--- config.mk ---
export PLATFORM = sky130hd
export DESIGN_NAME = serial_subtractor
export DESIGN_NICKNAME = d
export VERILOG_FILES = /design/src/rtl/serial_subtractor.sv
export SDC_FILE = /design/constraint.sdc
export NUM_CORES = 1
export LEC_CHECK = 0
export ABC_AREA = 1
export CAP_MARGIN = 10
export CELL_PAD_IN_SITES_DETAIL_PLACEMENT = 0
export CELL_PAD_IN_SITES_GLOBAL_PLACEMENT = 1
export CORE_MARGIN = 3
export CORE_UTILIZATION = 35
export DETAILED_ROUTE_END_ITERATION = 8
export HOLD_SLACK_MARGIN = 0.12
export PLACE_DENSITY = 0.77
export SLEW_MARGIN = 20
export SYNTH_ARGS = -nofsm -noshare
export SYNTH_HDL_FRONTEND = slang
export SYNTH_SLANG_ARGS = --single-unit
--- constraint.sdc ---
create_clock -name clk -period 1.3 [get_ports clk]
set_input_delay 0.195 -clock clk [delete_from_list [all_inputs] [get_ports clk]]
set_output_delay 0.195 -clock clk [all_outputs]
set_load 0.005 [all_outputs]
--- src/rtl/serial_subtractor.sv ---
// Bit-serial N-bit subtractor: diff = a - b - bin, LSB first, one full-subtractor cell.
// Latency: accept edge + WIDTH processing edges; done pulses the cycle after edge WIDTH.
// Backpressure: none; start is only sampled in IDLE, ignored while busy (not queued).
//
// Ports:
//   clk, rst_n        rising-edge clock, asynchronous active-low reset
//   start, a, b, bin  request and operands, captured on the accepting edge
//   busy, done        busy in RUN/DONE; done is a one-cycle result-valid pulse
//   diff, bout, ovf   result, unsigned borrow-out, signed overflow (held until next result)
module serial_subtractor #(
    parameter int WIDTH = 8
) (
    input  logic             clk,
    input  logic             rst_n,
    input  logic             start,
    input  logic [WIDTH-1:0] a,
    input  logic [WIDTH-1:0] b,
    input  logic             bin,
    output logic             busy,
    output logic             done,
    output logic [WIDTH-1:0] diff,
    output logic             bout,
    output logic             ovf
);

    localparam int CW = $clog2(WIDTH + 1);

    localparam logic [1:0] S_IDLE = 2'd0;
    localparam logic [1:0] S_RUN  = 2'd1;
    localparam logic [1:0] S_DONE = 2'd2;

    logic [1:0]       r_state;
    logic [WIDTH-1:0] r_a_sh;
    logic [WIDTH-1:0] r_b_sh;
    logic [WIDTH-1:0] r_res;
    logic             r_borrow;
    logic             r_a_msb;
    logic             r_b_msb;
    logic [CW-1:0]    r_cnt;
    logic             r_busy;
    logic             r_done;
    logic [WIDTH-1:0] r_diff;
    logic             r_bout;
    logic             r_ovf;

    logic             w_x;
    logic             w_y;
    logic             w_z;
    logic             w_d;
    logic             w_bnext;
    logic             w_last;
    logic [WIDTH-1:0] w_res_next;

    // Full-subtractor cell on the current LSBs and the registered borrow.
    assign w_x     = r_a_sh[0];
    assign w_y     = r_b_sh[0];
    assign w_z     = r_borrow;
    assign w_d     = w_x ^ w_y ^ w_z;
    assign w_bnext = (~w_x & w_y) | (~w_x & w_z) | (w_y & w_z);
    assign w_last  = (r_cnt == CW'(WIDTH - 1));

    // Result fills from the MSB end, so after WIDTH shifts bit 0 is the first
    // computed bit. Written this way so WIDTH=1 needs no zero-width slice.
    always_comb begin
        w_res_next            = r_res >> 1;
        w_res_next[WIDTH-1]   = w_d;
    end

    always_ff @(posedge clk or negedge rst_n) begin
        if (!rst_n) begin
            r_state  <= S_IDLE;
            r_a_sh   <= '0;
            r_b_sh   <= '0;
            r_res    <= '0;
            r_borrow <= 1'b0;
            r_a_msb  <= 1'b0;
            r_b_msb  <= 1'b0;
            r_cnt    <= '0;
            r_busy   <= 1'b0;
            r_done   <= 1'b0;
            r_diff   <= '0;
            r_bout   <= 1'b0;
            r_ovf    <= 1'b0;
        end else begin
            case (r_state)
                S_IDLE: begin
                    r_done <= 1'b0;
                    if (start) begin
                        r_a_sh   <= a;
                        r_b_sh   <= b;
                        r_borrow <= bin;
                        r_a_msb  <= a[WIDTH-1];
                        r_b_msb  <= b[WIDTH-1];
                        r_cnt    <= '0;
                        r_res    <= '0;
                        r_busy   <= 1'b1;
                        r_state  <= S_RUN;
                    end
                end
                S_RUN: begin
                    r_res    <= w_res_next;
                    r_a_sh   <= r_a_sh >> 1;
                    r_b_sh   <= r_b_sh >> 1;
                    r_borrow <= w_bnext;
                    r_cnt    <= r_cnt + CW'(1);
                    if (w_last) begin
                        // Visible outputs update only here, all at once.
                        r_diff  <= w_res_next;
                        r_bout  <= w_bnext;
                        // w_d is the final diff MSB.
                        r_ovf   <= (r_a_msb ^ r_b_msb) & (w_d ^ r_a_msb);
                        r_done  <= 1'b1;
                        r_state <= S_DONE;
                    end
                end
                S_DONE: begin
                    r_done  <= 1'b0;
                    r_busy  <= 1'b0;
                    r_state <= S_IDLE;
                end
                default: begin
                    r_done  <= 1'b0;
                    r_busy  <= 1'b0;
                    r_state <= S_IDLE;
                end
            endcase
        end
    end

    assign busy = r_busy;
    assign done = r_done;
    assign diff = r_diff;
    assign bout = r_bout;
    assign ovf  = r_ovf;

endmodule
---- Yosys cells after proc, flatten, opt, wreduce, memory -nomap -nowiden ----
Index checks and enable logic that the tools add are counted.
word-level totals
  register bits ........................... 45
  bits of input ports ..................... 20
  output and inout port bits .............. 12
  logic and storage cells ................. 54
cells by class
  add/subtract/negate cells ............... 1
  eq/ne operators ......................... 4
  multiplexer cells ....................... 17
  bitwise operators ....................... 12
  reductions and logical operators ........ 7
operators with widths
  kind                                                                   number
  8-bit case mux with 2 select lines                                     3
  8-bit two-way mux                                                      3
  2-bit AND reduction                                                    5
  4-bit case mux with 2 select lines                                     1
  4-bit by 1-bit adder with 4-bit output, second input constant          1
  1-bit bitwise AND                                                      4
  4-bit by 3-bit equality test with 1-bit output, second input constant  1
  1-bit two-way mux                                                      4
  2-bit two-way mux                                                      2
  4-bit two-way mux                                                      1
  2-bit inequality test, second input constant                           2
  1-bit case mux with 2 select lines                                     2
  2-bit case mux with 2 select lines                                     1
  1-bit bitwise XOR                                                      4
  2-bit by 1-bit equality test with 1-bit output, second input constant  1
  2-bit zero test                                                        1
  1-bit NOT                                                              2
  1-bit bitwise OR                                                       2
  2-bit nonzero test                                                     1

---- Longest topological paths before layout ----
  depth after elaboration ................. 5
  gate-level depth with buffers ........... 7
  gate-level depth less buffers ........... 7

---- Least setup slack after synthesis ----
OpenSTA, ideal clock, no wires.
  path kind ............................... reg2reg
  start ................................... register r_a_sh[0]
  end ..................................... register r_ovf (netlist: ovf)
  setup time .............................. 116 ps
  arrival ................................. 1180 ps
  data required time ...................... 1184 ps
  slack ................................... 4 ps
  stages on the path, launching flop included .. 7
  buffers on the path ..................... 0
  clock period less this slack ............ 1296 ps
  cells stage by stage .................... dfrtp_1 fa_1 inv_1 nand3_1 nand2_1 nand2_1 nand2_1
between the ends
  word-level cells in the longest chain between the ends .. 4
ends and longest elaborated chain
  item                             RTL line  RTL
  start: declaration               33        logic [WIDTH-1:0] r_a_sh;
  start signal: assignment         102       r_a_sh <= r_a_sh >> 1;
  1-bit bitwise XOR (2 in series)  58        assign w_d = w_x ^ w_y ^ w_z;
  named net w_d                    49        logic w_d;
  1-bit bitwise XOR                111       r_ovf <= (r_a_msb ^ r_b_msb) & (w_d ^ r_a_msb);
  1-bit bitwise AND                111
  end signal: assignment           111
  end: declaration                 44        logic r_ovf;
The timed path passes the listed nets, and every way through them passes these cells.
A chain may end at the register's enable or synchronous reset.

---- Final worst setup path ----
  start ................................... register r_b_sh[0]
  end ..................................... register r_ovf (netlist: ovf)
between the ends
  word-level cells in the longest chain between the ends .. 4
ends and longest elaborated chain
  item                             RTL line  RTL
  start: declaration               34        logic [WIDTH-1:0] r_b_sh;
  start signal: assignment         103       r_b_sh <= r_b_sh >> 1;
  1-bit bitwise XOR (2 in series)  58
  named net w_d                    49
  1-bit bitwise XOR                111
  1-bit bitwise AND                111
The timed path passes the listed nets, and every way through them passes these cells.

==> reports/qor.json <==
{
  "period_minus_slack": {"value": 1370, "unit": "ps"},
  "final_max_slew_viol_count": {"value": 0},
  "power.density_cell_area": {"value": 2180, "unit": "nW/um^2"},
  "critical_path.reg2reg.startpoint": {"value": "r_b_sh[0]$_DFFE_PN0P_"},
  "synthesis.area": {"value": 1860, "unit": "sq um"},
  "clock_transition_at_the_registers_of_the_reported_paths": {"value": 80, "unit": "ps"},
  "unrepaired_setup_endpoints_after_global_routing": {"value": "yes"},
  "grt_first_pass_wirelength": {"value": 6930, "unit": "microns"},
  "design.portCount": {"value": 32},
  "worst-slew-pin-transition": {"value": 267, "unit": "ps"},
  "worst_ep_arrival_time": {"value": 1550, "unit": "ps"},
  "flow.area_growth_from_synthesis": {"value": 36.7, "unit": "%"},
  "antenna_found_initial": {"value": 0},
  "fp-row-count": {"value": 25},
  "synth_seq_area_share": {"value": 59.1, "unit": "%"},
  "pin_count_of_the_biggest_net_entering_global_routing": {"value": 45},
  "drt_drc_violations_left": {"value": 0},
  "initial_utilization": {"value": 37.7, "unit": "%"},
  "gr-total-overflow": {"value": 0},
  "synthDistinctLibCells": {"value": 16},
  "via_per_instance_ratio": {"value": 4.54},
  "timing.fmax": {"value": 731, "unit": "MHz"},
  "status": {"value": "finished with violations"},
  "worst_r2r_endpoint": {"value": "ovf$_DFFE_PN0P_"},
  "critical_path.cell_chain": {"value": "inv_2, fa_2, inv_2, nand3_2, nand2_1, nand2_1, nand2_1"},
  "worst_path_largest_cell_delay": {"value": 600, "unit": "ps"},
  "fillCellCount": {"value": 508},
  "fp.dieH": {"value": 78.9, "unit": "microns"},
  "synth.ff_latch_count": {"value": 44},
  "yosysWarnings": {"value": 0},
  "antenna_cells": {"value": 0},
  "end_kind": {"value": "flip-flop"},
  "ctsRootBufferMaster": {"value": "sky130_fd_sc_hd__clkbuf_8"},
  "crit_path_max_fanout": {"value": 3},
  "classification_of_the_worst_setup_path": {"value": "flip-flop to flip-flop"},
  "die_x": {"value": 78.9, "unit": "microns"},
  "fp.dieArea": {"value": 6230, "unit": "sq um"},
  "portBuffers": {"value": 31},
  "postSynthNetCount": {"value": 239},
  "irDropWorstVdd": {"value": 0.777, "unit": "mV"},
  "report.final.hold_viol_count": {"value": 0},
  "core_region_area": {"value": 4940, "unit": "sq um"},
  "via_count": {"value": 1563},
  "hold_class": {"value": "input port to asynchronous set/reset pin"},
  "finalSetupTns": {"value": -115, "unit": "ps"},
  "finalWorstSetupSlack": {"value": -67.3, "unit": "ps"},
  "clk-insertion-delay-late": {"value": 290, "unit": "ps"},
  "final.hold.worst_slack": {"value": 409, "unit": "ps"},
  "num-nets-final": {"value": 298},
  "detailedRoute.firstPassIterationCount": {"value": 4},
  "post_drt_wl_per_cell": {"value": 11.5, "unit": "microns"},
  "drtIter0Drc": {"value": 103},
  "syn_avg_cell_area": {"value": 8.58, "unit": "sq um"},
  "post-dp-hpwl": {"value": 2740, "unit": "microns"},
  "worstPathBufferInverterCount": {"value": 2},
  "failing_checks": {"value": "negative setup slack"},
  "final_layout_size_suffix_gt1_share": {"value": 17.7, "unit": "%"},
  "post-route-period-util": {"value": 105, "unit": "%"},
  "cts-root-to-sink-buffers": {"value": 2},
  "worst_r2r_path_depth": {"value": 7},
  "routed_wirelength": {"value": 3940, "unit": "microns"},
  "slowest_stage": {"value": "sky130_fd_sc_hd__fa_2"},
  "timing.clock.skew": {"value": 2.68, "unit": "ps"},
  "tritoncts": {"value": "yes"},
  "max_cap_viol_count": {"value": 0},
  "total_routing_usage_reported_by_global_routing": {"value": 13.8, "unit": "%"},
  "cts_sinks": {"value": 44},
  "final_util": {"value": 51.5, "unit": "%"},
  "max_slew_margin": {"value": 82.2, "unit": "%"},
  "crit_top_cell": {"value": "sky130_fd_sc_hd__nand2_1"},
  "finalSetupViolations": {"value": 2},
  "leakage_power": {"value": 1.32, "unit": "nW"},
  "syn-instance-count": {"value": 217},
  "numPlacedInstances": {"value": 326},
  "cpLargestDelayFamily": {"value": "adder cells"},
  "clock_buffers_created_by_tritoncts": {"value": 5},
  "required": {"value": 1490, "unit": "ps"},
  "timing.critical_path.from_type": {"value": "flip-flop"},
  "fin_cells": {"value": 344},
  "pre_cts_ws": {"value": -152, "unit": "ps"},
  "globalplace.congestion": {"value": 0.727},
  "number_of_global_route_vias_before_repair": {"value": 1475},
  "htree_levels": {"value": 2},
  "antenna_violating_nets_post_route": {"value": 0},
  "register_to_register_setup_slack": {"value": -70, "unit": "ps"}
}
==> worst register-to-register path: stages, from the launching register on <==
cell	delay (ps)
sky130_fd_sc_hd__dfrtp_1	370
sky130_fd_sc_hd__inv_2	50
sky130_fd_sc_hd__fa_2	600
sky130_fd_sc_hd__inv_2	50
sky130_fd_sc_hd__nand3_2	50
sky130_fd_sc_hd__nand2_1	50
sky130_fd_sc_hd__nand2_1	60
sky130_fd_sc_hd__nand2_1	40
==> registers in the layout (all words and copies together) (netlist names) <==
| signal | cells |
|---|---|
| r_borrow | 1 |
| done | 1 |
| r_b_msb | 1 |
| r_res | 7 |
| bout | 1 |
| ovf | 1 |
| r_a_sh | 8 |
| r_state | 2 |
| busy | 1 |
| diff | 8 |
| r_b_sh | 8 |
| r_cnt | 4 |
| r_a_msb | 1 |
==> metrics by stage <==
step                cell area [sq um]  power (W)
detailed placement               2350    0.00449
global placement                 2350    0.00445
CTS                              2510    0.00543
global route                     2540    0.00609
floorplan                        1860    0.00349
finish                           2540    0.00556
==> metal layers <==
metal  share of wire [%]  global-route usage (%)  up-vias
met1                  50                    18.6      732
met4                0.74                    2.58        0
li1                    -                       -      802
met2                  46                    22.6       24
met5                   0                       0        -
met3                 3.7                    3.63        5
==> report_power, final <==
part	switching, W	internal, W	leakage, nW
clock network	0.000452	0.000424	0.0510
logic	0.00124	0.00118	0.711
registers	0.000298	0.00196	0.560
==> layout by cell type, fill, tap and decap left out, types with 4 or more instances in the layout <==
cell                              synthesis  routed
sky130_fd_sc_hd__buf_4                    3      24
sky130_fd_sc_hd__clkbuf_8                 0       6
sky130_fd_sc_hd__clkdlybuf4s50_1          0      18
sky130_fd_sc_hd__dfrtp_1                 44      44
sky130_fd_sc_hd__dlygate4sd2_1            0      12
sky130_fd_sc_hd__inv_1                   13       9
sky130_fd_sc_hd__inv_2                    1       4
sky130_fd_sc_hd__nand2_1                 97      96
sky130_fd_sc_hd__nand3_1                 32      31
sky130_fd_sc_hd__nor2_1                   6       4
sky130_fd_sc_hd__o21ai_0                 12      11
==> final cells by class <==
class                   count  area (sq um)  area share (%)
inverters                  14          55.1            2.16
flip-flops and latches     44          1100            43.3
repair buffers             59           523            20.6
multi-input cells         152           689            27.1
well taps                  67          83.8            3.29
clock inverters             2          10.0           0.393
clock buffers               6          82.6            3.24
==> cells in the mapped netlist (all sizes together) <==
library cell	number	share of area, %
buf	6	2.4
clkbuf	1	0.20
dfrtp	44	59
fa	1	1.1
ha	1	0.67
inv	14	2.8
nand2	98	20
nand3	32	8.6
nand4	1	0.34
nor2	6	1.2
o21ai	13	3.7
==> what timing repair did <==
item                       4_1_cts  5_1_grt
hold endpoints to repair        44        0
hold buffers                     1        0
buffers inserted                 8        1
setup endpoints to repair       24       28
resized for setup               15       13
pin swaps                        1        3
==> worst max path at each step <==
stage | from | end | slack, ps | cells after the start
after floorplan | r_a_sh[0]$_DFFE_PN0P_ | ovf$_DFFE_PN0P_ | 4 | 6
after global placement | r_cnt[0]$_DFFE_PN0P_ | bout$_DFFE_PN0P_ | -100 | 5
after detailed placement | r_cnt[1]$_DFFE_PN0P_ | diff[0]$_DFFE_PN0P_ | -150 | 5
after CTS | r_borrow$_DFFE_PN0P_ | ovf$_DFFE_PN0P_ | -90 | 7
after global routing | r_b_sh[0]$_DFFE_PN0P_ | ovf$_DFFE_PN0P_ | -160 | 7
final | r_b_sh[0]$_DFFE_PN0P_ | ovf$_DFFE_PN0P_ | -70 | 7
==> kinds of logic (layout without fill, tap and decap cells) <==
kind of cell,after synthesis,in the layout,share of synthesized area (%)
fa+ha+maj,2,2,1.75
flops,44,44,59.1
buf+inv,21,81,5.38
simple gates,137,137,30.0
compound gates,13,13,3.70
Note: power is estimated with default switching activity, not from simulation.
